### src/rtl/mul_div_execute.sv
// Multiply/divide execute unit for R-type M-extension ops.
// mul/mulh finish in one cycle; div/rem use a radix-2 restoring divider
// that runs for DIV_CYCLES iterations and holds the unit busy.
// Optional build macro MUL_DIV_EARLY_OUT_EN: divide-by-zero and signed
// overflow skip the iterative divider and complete in one cycle.
module mul_div_execute #(
    parameter int unsigned XLEN       = 32,
    parameter int unsigned DIV_CYCLES = 32
) (
    input  logic            clk_i,
    input  logic            rst_i,
    input  logic            issue_valid_i,
    input  logic [4:0]      execute_type_i,
    input  logic [XLEN-1:0] operand1_data_i,
    input  logic [XLEN-1:0] operand2_data_i,
    input  logic [4:0]      rd_in_i,
    input  logic            flush_i,
    output logic            issue_ready_o,
    output logic            result_valid_o,
    output logic [XLEN-1:0] result_o,
    output logic [4:0]      rd_out_o,
    output logic            busy_o
);

    localparam int unsigned CntW = $clog2(DIV_CYCLES + 1);

    typedef enum logic [1:0] {
        StIdle,
        StDivRun,
        StDone
    } state_e;

    state_e            state_q, state_d;
    logic [CntW-1:0]   cnt_q, cnt_d;
    logic [XLEN-1:0]   rem_q, rem_d;         // partial remainder
    logic [XLEN-1:0]   quo_q, quo_d;         // |dividend| shifted out, quotient shifted in
    logic [XLEN-1:0]   divisor_q, divisor_d; // |divisor|
    logic [XLEN-1:0]   dividend_q, dividend_d;
    logic              is_rem_q, is_rem_d;
    logic              neg_quo_q, neg_quo_d;
    logic              neg_rem_q, neg_rem_d;
    logic              div_zero_q, div_zero_d;
    logic [4:0]        rd_tag_q, rd_tag_d;   // tag of the op in flight
    logic [XLEN-1:0]   result_q, result_d;
    logic [4:0]        rd_q, rd_d;

    logic              accept;
    logic [2*XLEN-1:0] prod;
    logic              a_neg, b_neg, b_zero;
    logic [XLEN-1:0]   abs_a, abs_b;
    logic [XLEN:0]     rem_shift, diff;
    logic              sub_ok;
    logic [XLEN-1:0]   rem_next, quo_next;
    logic [XLEN-1:0]   q_fix, r_fix, div_final;

    // Status outputs decoded from the current state only
    always_comb begin
        issue_ready_o  = (state_q == StIdle) || (state_q == StDone);
        busy_o         = (state_q == StDivRun);
        result_valid_o = (state_q == StDone);
        result_o       = result_q;
        rd_out_o       = rd_q;
    end

    // Operand preprocessing and the single-cycle multiplier
    always_comb begin
        accept = issue_valid_i && issue_ready_o && !flush_i;
        a_neg  = operand1_data_i[XLEN-1];
        b_neg  = operand2_data_i[XLEN-1];
        b_zero = (operand2_data_i == '0);
        abs_a  = a_neg ? -operand1_data_i : operand1_data_i;
        abs_b  = b_neg ? -operand2_data_i : operand2_data_i;
        // Low 2*XLEN bits of the product of sign-extended operands is the signed product
        prod   = {{XLEN{a_neg}}, operand1_data_i} * {{XLEN{b_neg}}, operand2_data_i};
    end

    // One restoring shift-subtract step plus final sign correction
    always_comb begin
        rem_shift = {rem_q, quo_q[XLEN-1]};
        diff      = rem_shift - {1'b0, divisor_q};
        sub_ok    = !diff[XLEN];
        rem_next  = sub_ok ? diff[XLEN-1:0] : rem_shift[XLEN-1:0];
        quo_next  = {quo_q[XLEN-2:0], sub_ok};
        q_fix     = neg_quo_q ? -quo_next : quo_next;
        r_fix     = neg_rem_q ? -rem_next : rem_next;
        if (div_zero_q) begin
            q_fix = '1;
            r_fix = dividend_q;
        end
        div_final = is_rem_q ? r_fix : q_fix;
    end

`ifdef MUL_DIV_EARLY_OUT_EN
    logic ovf;
    logic [XLEN-1:0] early_res;

    // Results for the cases that bypass the iterative divider
    always_comb begin
        ovf = (operand1_data_i == {1'b1, {(XLEN-1){1'b0}}}) && (operand2_data_i == '1);
        if (b_zero) begin
            early_res = (execute_type_i == 5'd3) ? operand1_data_i : '1;
        end else begin
            early_res = (execute_type_i == 5'd3) ? '0 : operand1_data_i;
        end
    end
`endif

    // Next-state logic: flush wins over everything, including a same-cycle accept
    always_comb begin
        state_d    = state_q;
        cnt_d      = cnt_q;
        rem_d      = rem_q;
        quo_d      = quo_q;
        divisor_d  = divisor_q;
        dividend_d = dividend_q;
        is_rem_d   = is_rem_q;
        neg_quo_d  = neg_quo_q;
        neg_rem_d  = neg_rem_q;
        div_zero_d = div_zero_q;
        rd_tag_d   = rd_tag_q;
        result_d   = result_q;
        rd_d       = rd_q;

        if (flush_i) begin
            state_d = StIdle;
        end else begin
            case (state_q)
                StIdle, StDone: begin
                    state_d = StIdle;
                    if (accept) begin
                        case (execute_type_i)
                            5'd0: begin
                                result_d = prod[XLEN-1:0];
                                rd_d     = rd_in_i;
                                state_d  = StDone;
                            end
                            5'd1: begin
                                result_d = prod[2*XLEN-1:XLEN];
                                rd_d     = rd_in_i;
                                state_d  = StDone;
                            end
                            5'd2, 5'd3: begin
                                is_rem_d   = (execute_type_i == 5'd3);
                                neg_quo_d  = a_neg ^ b_neg;
                                neg_rem_d  = a_neg;
                                div_zero_d = b_zero;
                                dividend_d = operand1_data_i;
                                divisor_d  = abs_b;
                                quo_d      = abs_a;
                                rem_d      = '0;
                                cnt_d      = '0;
                                rd_tag_d   = rd_in_i;
                                state_d    = StDivRun;
`ifdef MUL_DIV_EARLY_OUT_EN
                                if (b_zero || ovf) begin
                                    result_d = early_res;
                                    rd_d     = rd_in_i;
                                    state_d  = StDone;
                                end
`endif
                            end
                            default: begin
                                result_d = '0;
                                rd_d     = rd_in_i;
                                state_d  = StDone;
                            end
                        endcase
                    end
                end
                StDivRun: begin
                    rem_d = rem_next;
                    quo_d = quo_next;
                    cnt_d = cnt_q + 1'b1;
                    if (cnt_q == CntW'(DIV_CYCLES - 1)) begin
                        result_d = div_final;
                        rd_d     = rd_tag_q;
                        state_d  = StDone;
                    end
                end
                default: begin
                    state_d = StIdle;
                end
            endcase
        end
    end

    // State register with synchronous reset
    always_ff @(posedge clk_i) begin
        if (rst_i) begin
            state_q    <= StIdle;
            cnt_q      <= '0;
            rem_q      <= '0;
            quo_q      <= '0;
            divisor_q  <= '0;
            dividend_q <= '0;
            is_rem_q   <= 1'b0;
            neg_quo_q  <= 1'b0;
            neg_rem_q  <= 1'b0;
            div_zero_q <= 1'b0;
            rd_tag_q   <= '0;
            result_q   <= '0;
            rd_q       <= '0;
        end else begin
            state_q    <= state_d;
            cnt_q      <= cnt_d;
            rem_q      <= rem_d;
            quo_q      <= quo_d;
            divisor_q  <= divisor_d;
            dividend_q <= dividend_d;
            is_rem_q   <= is_rem_d;
            neg_quo_q  <= neg_quo_d;
            neg_rem_q  <= neg_rem_d;
            div_zero_q <= div_zero_d;
            rd_tag_q   <= rd_tag_d;
            result_q   <= result_d;
            rd_q       <= rd_d;
        end
    end

endmodule

### config.mk
export PLATFORM = sky130hd
export DESIGN_NAME = mul_div_execute
export DESIGN_NICKNAME = d
export VERILOG_FILES = /design/src/rtl/mul_div_execute.sv
export SDC_FILE = /design/constraint.sdc
export NUM_CORES = 2
export LEC_CHECK = 0
export CAP_MARGIN = 0
export CORE_ASPECT_RATIO = 1.2
export CORE_MARGIN = 1
export CORE_UTILIZATION = 40
export CTS_CLUSTER_SIZE = 24
export DETAILED_ROUTE_END_ITERATION = 8
export GPL_TIMING_DRIVEN = 0
export SYNTH_ARGS = -nofsm -noshare
export SYNTH_HDL_FRONTEND = slang
export SYNTH_SLANG_ARGS = --single-unit
### constraint.sdc
create_clock -name clk_i -period 13.55 [get_ports clk_i]
set_clock_uncertainty 0.1 [all_clocks]
set_input_delay 2.0325 -clock clk_i [delete_from_list [all_inputs] [get_ports clk_i]]
set_output_delay 2.0325 -clock clk_i [all_outputs]
set_load 0.02 [all_outputs]
# [Yosys cells after proc, flatten, opt, wreduce, memory -nomap -nowiden]
# Cells that the tools add are included.
[word_totals] reg_bits=182 output_inout_bits=40
[classes] add_sub_neg=6 mul=1 n_reduce_logical=15 n_mux=29 n_eq_ne=10 n_bitwise=2
[ops] cell="32-bit two-way mux" n=14
[ops] cell="32-bit one-hot mux with 2 select lines" n=3
[ops] cell="32-bit negator" n=4
[ops] cell="32-bit one-hot mux with 3 select lines" n=1
[ops] cell="32-bit by 32-bit multiplier with 64-bit output" n=1
[ops] cell="33-bit by 32-bit subtractor with 33-bit output" n=1
[ops] cell="32-bit zero test" n=1
[ops] cell="5-bit two-way mux" n=3
[ops] cell="6-bit two-way mux" n=2
[ops] cell="6-bit one-hot mux with 2 select lines" n=1
[ops] cell="5-bit by 2-bit equality test with 1-bit output, second input constant" n=2
[ops] cell="5-bit one-hot mux with 2 select lines" n=1
[ops] cell="4-bit AND reduction" n=2
[ops] cell="6-bit by 1-bit adder with 6-bit output, second input constant" n=1
[ops] cell="6-bit by 5-bit equality test with 1-bit output, second input constant" n=1
[ops] cell="2-bit two-way mux" n=3
[ops] cell="2-bit OR reduction" n=3
[ops] cell="5-bit by 1-bit equality test with 1-bit output, second input constant" n=1
[ops] cell="5-bit zero test" n=1
[ops] cell="5-bit AND reduction" n=1
[ops] cell="2-bit by 1-bit inequality test with 1-bit output, second input constant" n=2
[ops] cell="2-bit inequality test, second input constant" n=2
[ops] cell="2-bit one-hot mux with 2 select lines" n=1
[ops] cell="2-bit by 1-bit equality test with 1-bit output, second input constant" n=1
[ops] cell="other kinds (8)" n=10

# [Depth between registers and ports, before layout]
[depth] word_depth=8 ltp_mapped=32 mapped_depth_nobuf=29

# [Least setup slack after synthesis]
# No wires, ideal clock.
[synth_path] kind="input port to flip-flop" startpoint="input operand1_data_i[31]" endpoint="register result_q[30], in the netlist result_o[30]" setup_time_ns=0.143 slack_ns=3.469 path_stages=32 path_buffers=3 t_required_ns=13.307 arrival_ns=9.838 path_cell_list="clkbuf_1 -> clkbuf_1 -> clkbuf_1 -> nand2_1 -> inv_1 -> fa_1 -> inv_1 -> fa_1 -> inv_1 -> fa_1 -> fa_1 -> inv_1 -> fa_1 -> inv_1 -> fa_1 -> inv_1 -> fa_1 -> inv_1 -> fa_1 -> ha_1 -> a21o_1 -> a21o_1 -> a21oi_1 -> nor2b_1 -> o21a_1 -> o21ai_0 -> nand2b_1 -> a21oi_1 -> o21ai_0 -> xor2_1 -> a22oi_1 -> a311oi_1"
[synth_between] elab_chain_len=4
[synth_lines] element="start: declaration" line="14" source="input logic [XLEN-1:0] operand1_data_i,"
[synth_lines] element="32-bit by 32-bit multiplier with 64-bit output" line="74" source="prod = {{XLEN{a_neg}}, operand1_data_i} * {{XLEN{b_neg}}, operand2_data_i};"
[synth_lines] element="32-bit one-hot mux with 3 select lines" line="131" source="case (execute_type_i)"
[synth_lines] element="32-bit two-way mux" line="130" source="if (accept) begin"
[synth_lines] element="32-bit one-hot mux with 2 select lines" line="127" source="case (state_q)"
[synth_lines] element="end signal: assignment" line="215" source="result_q <= result_d;"
[synth_lines] element="end: declaration" line="44" source="logic [XLEN-1:0] result_q, result_d;"
# Every way passes these cells. The select of a mux whose other input is x is not followed.
# A chain may end at the register's enable or synchronous reset.

# [Final worst setup path]
[layout_path] startpoint="input operand1_data_i[31]" endpoint="register result_q[31], in the netlist result_o[31]"
# Same word-level chain as after synthesis.

==> run metrics <==
outcome=complete, but fails checks; #FFs+latches synth=181; Worst Hold Class=flop to flop; Post-Syn Area per Cell=8.678 sq um; via count=42340; clk root buf=clkbuf_16; total grt overflow=0; RSZ-0062 raised after global routing=no; pin count of the biggest net entering global routing=27; standard-cell rows=141; Setup TNS Final=0 ns; kind of critical path=primary input to flop; first-pass GRT wire length=299900 microns; TritonRoute pass-1 iters=6; Rel. slew slack=-10.56%; syn_nets=7085; DP HPWL=172100 microns; Netlist Area Pre-Place=49480 sq um; final hold vios=0; worst skew pair latency=0.46 ns; core area=123000 sq um; Layout area overhead=6.873%; setup violators final=0; antenna viol nets, final=0; CP Capture Type=flop; Worst path slowest cell=o41ai_1; Worst setup SP type=primary input; Synth top area share=43.81%; f_max=79.06 MHz; Worst Path Required=13.85 ns; CTS resizes=0; initial antenna violation count=30; GPL Wtd Cong=1.015; Worst-path clk slew=0.07 ns; clock sink count=181; Final Cell Area=52880 sq um; worst-path maximum fanout=10; vias in the first global route=43850; nets@finish=7175; Synth Flop Type=dfxtp_1; Post-DP Area=52240 sq um; share of post-route cells with drive strength above 1=1.912%; CTS tree=done; ys async rst share=0%; Boundary Pins=118; Routed wire per std cell=27.58 microns; H-tree levels=4; pins over their slew limit=42; Via density=5.672; Synth area leaders=fa_1, inv_1, dfxtp_1, and2_1, ha_1; Starting Density=40.24%; period utilization=93.35%; yosys warns=0; number of synthesized flops with an enable pin=0; Num CTS Buffers=17; post-synthesis sequential area ratio=7.323%; Max Cap Viol=4; Unique masters post-synth=101; CTS Hold Bufs=0; failing checks=max-capacitance violations, max-slew violations; port buffer count=70; leading area contributor after synthesis=fa_1; Post-CTS Setup Inserts=0; worst-margin pin slew=1.658 ns; die height=387.3 microns; Die ar.=125100 sq um; minimum clock period=12.65 ns; Mapped Cells=5702; DR iter-0 viols=3894; Critical Path AT=12.94 ns; CP dominant cell by count=fa_1; CP peak stage delay=1.09 ns; gr usage total=33.45%; # DRC=0; clock buffer depth=2; DIE WIDTH=323.1 microns; DRT Wirelength=205900 microns
-- synth_stat cells, types with 15 or more instances --
library cell,number
a211oi_1,91
a21o_1,43
a21oi_1,219
a22oi_1,22
a311oi_1,16
a31oi_1,15
and2_1,518
and3_1,19
buf_1,24
clkbuf_1,345
dfxtp_1,181
fa_1,1083
ha_1,222
inv_1,999
mux2i_1,29
nand2_1,703
nand2b_1,27
nand3_1,45
nand4_1,24
nor2_1,302
nor2b_1,15
nor3_1,40
nor4_1,23
o211ai_1,25
o21a_1,22
o21ai_0,151
o31ai_1,40
o41ai_1,15
or3_1,24
xnor2_1,80
xor2_1,110
-- cell families after synthesis --
family                     share of synthesized area (%)
AOI/OAI and AO/OA                                  10.55
adders and majority gates                          49.43
and+or+nand+nor                                    17.78
muxes                                             0.9052
DFF                                                7.323
xor gates and xnor gates                           3.363
buffers and inverters                              10.65
-- metrics by stage --
step | hold WS [ns] | std cells | setup WS, ns | utilization [%]
after floorplan | 0.3319 | 5702 | 3.469 | -
after global placement | 0.3398 | 7416 | 0.3554 | 42.49
after detailed placement | 0.3464 | 7416 | 0.2068 | 42.49
after CTS | 0.3574 | 7448 | 0.6492 | 42.97
after global routing | 0.3741 | 7449 | 0.2963 | 42.98
final | 0.3563 | 7465 | 0.9008 | 43.01
-- layout by cell type, fill, tap and decap left out, types with 10 or more instances in the layout --
cell type,n
a211oi_1,91
a21o_1,43
a21oi_1,219
a22oi_1,22
a311oi_1,16
a31oi_1,15
and2_1,518
and3_1,19
buf_1,24
buf_2,12
clkbuf_1,343
clkbuf_16,17
clkdlybuf4s50_1,70
dfxtp_1,181
diode_2,16
fa_1,1082
ha_1,222
inv_1,999
mux2_2,12
mux2i_1,29
nand2_1,703
nand2b_1,27
nand3_1,45
nand3b_1,10
nand4_1,24
nor2_1,302
nor2b_1,15
nor3_1,40
nor4_1,23
o211ai_1,25
o21a_1,22
o21ai_0,151
o221ai_1,13
o31ai_1,40
o41ai_1,15
or2_2,13
or3_1,24
or4_1,10
xnor2_1,80
xor2_1,110
-- final timing paths --
path	cells past startpoint	startpoint	to	slack [ns]
worst max-delay path	31	operand1_data_i[31]	result_o[31]	0.90
worst min-delay path	2	dividend_q[8]	dividend_q[8]	0.36
worst max register to register	27	quo_q[31]	result_o[14]	6.97
worst min register to register	2	dividend_q[8]	dividend_q[8]	0.36
-- flip-flops by register name (all words and copies together), names as in the netlist --
register and flops:
cnt_q 6, divisor_q 32, rd_out_o 5, rem_q 32
neg_quo_q 1, is_rem_q 1, dividend_q 32, result_o 32
div_zero_q 1, rd_tag_q 5, quo_q 32, state_q 2
-- worst max-delay path, delay by kind of cell --
family / cells / cell delay (ns)
buf+inv: 10 / 2.97
simple gates: 3 / 0.46
compound gates: 9 / 2.70
fa+ha+maj: 9 / 4.77
-- cell type report --
| class | count | area, sq um |
|---|---|---|
| clock buffers | 21 | 480.5 |
| repair buffers | 71 | 705.7 |
| multi-input cells | 4130 | 40590 |
| well taps | 1644 | 2057 |
| flip-flops and latches | 181 | 3623 |
| clock inverters | 11 | 111.4 |
| diodes | 16 | 40.04 |
| fillers | 12530 | 70080 |
| plain buffers | 388 | 1509 |
| inverters | 1003 | 3765 |
-- per-layer routing --
layer | global-route usage [%] | wire length, microns | up-vias
met3 | 6.426 | 17960 | 527
met4 | 20.44 | 15300 | 18
met2 | 53.28 | 94470 | 2102
met5 | 0 | 134 | -
li1 | - | - | 17860
met1 | 41.79 | 77990 | 21840
Power is not shown: default switching activity piles up to over one toggle a cycle in this logic, so the estimate is an artifact.
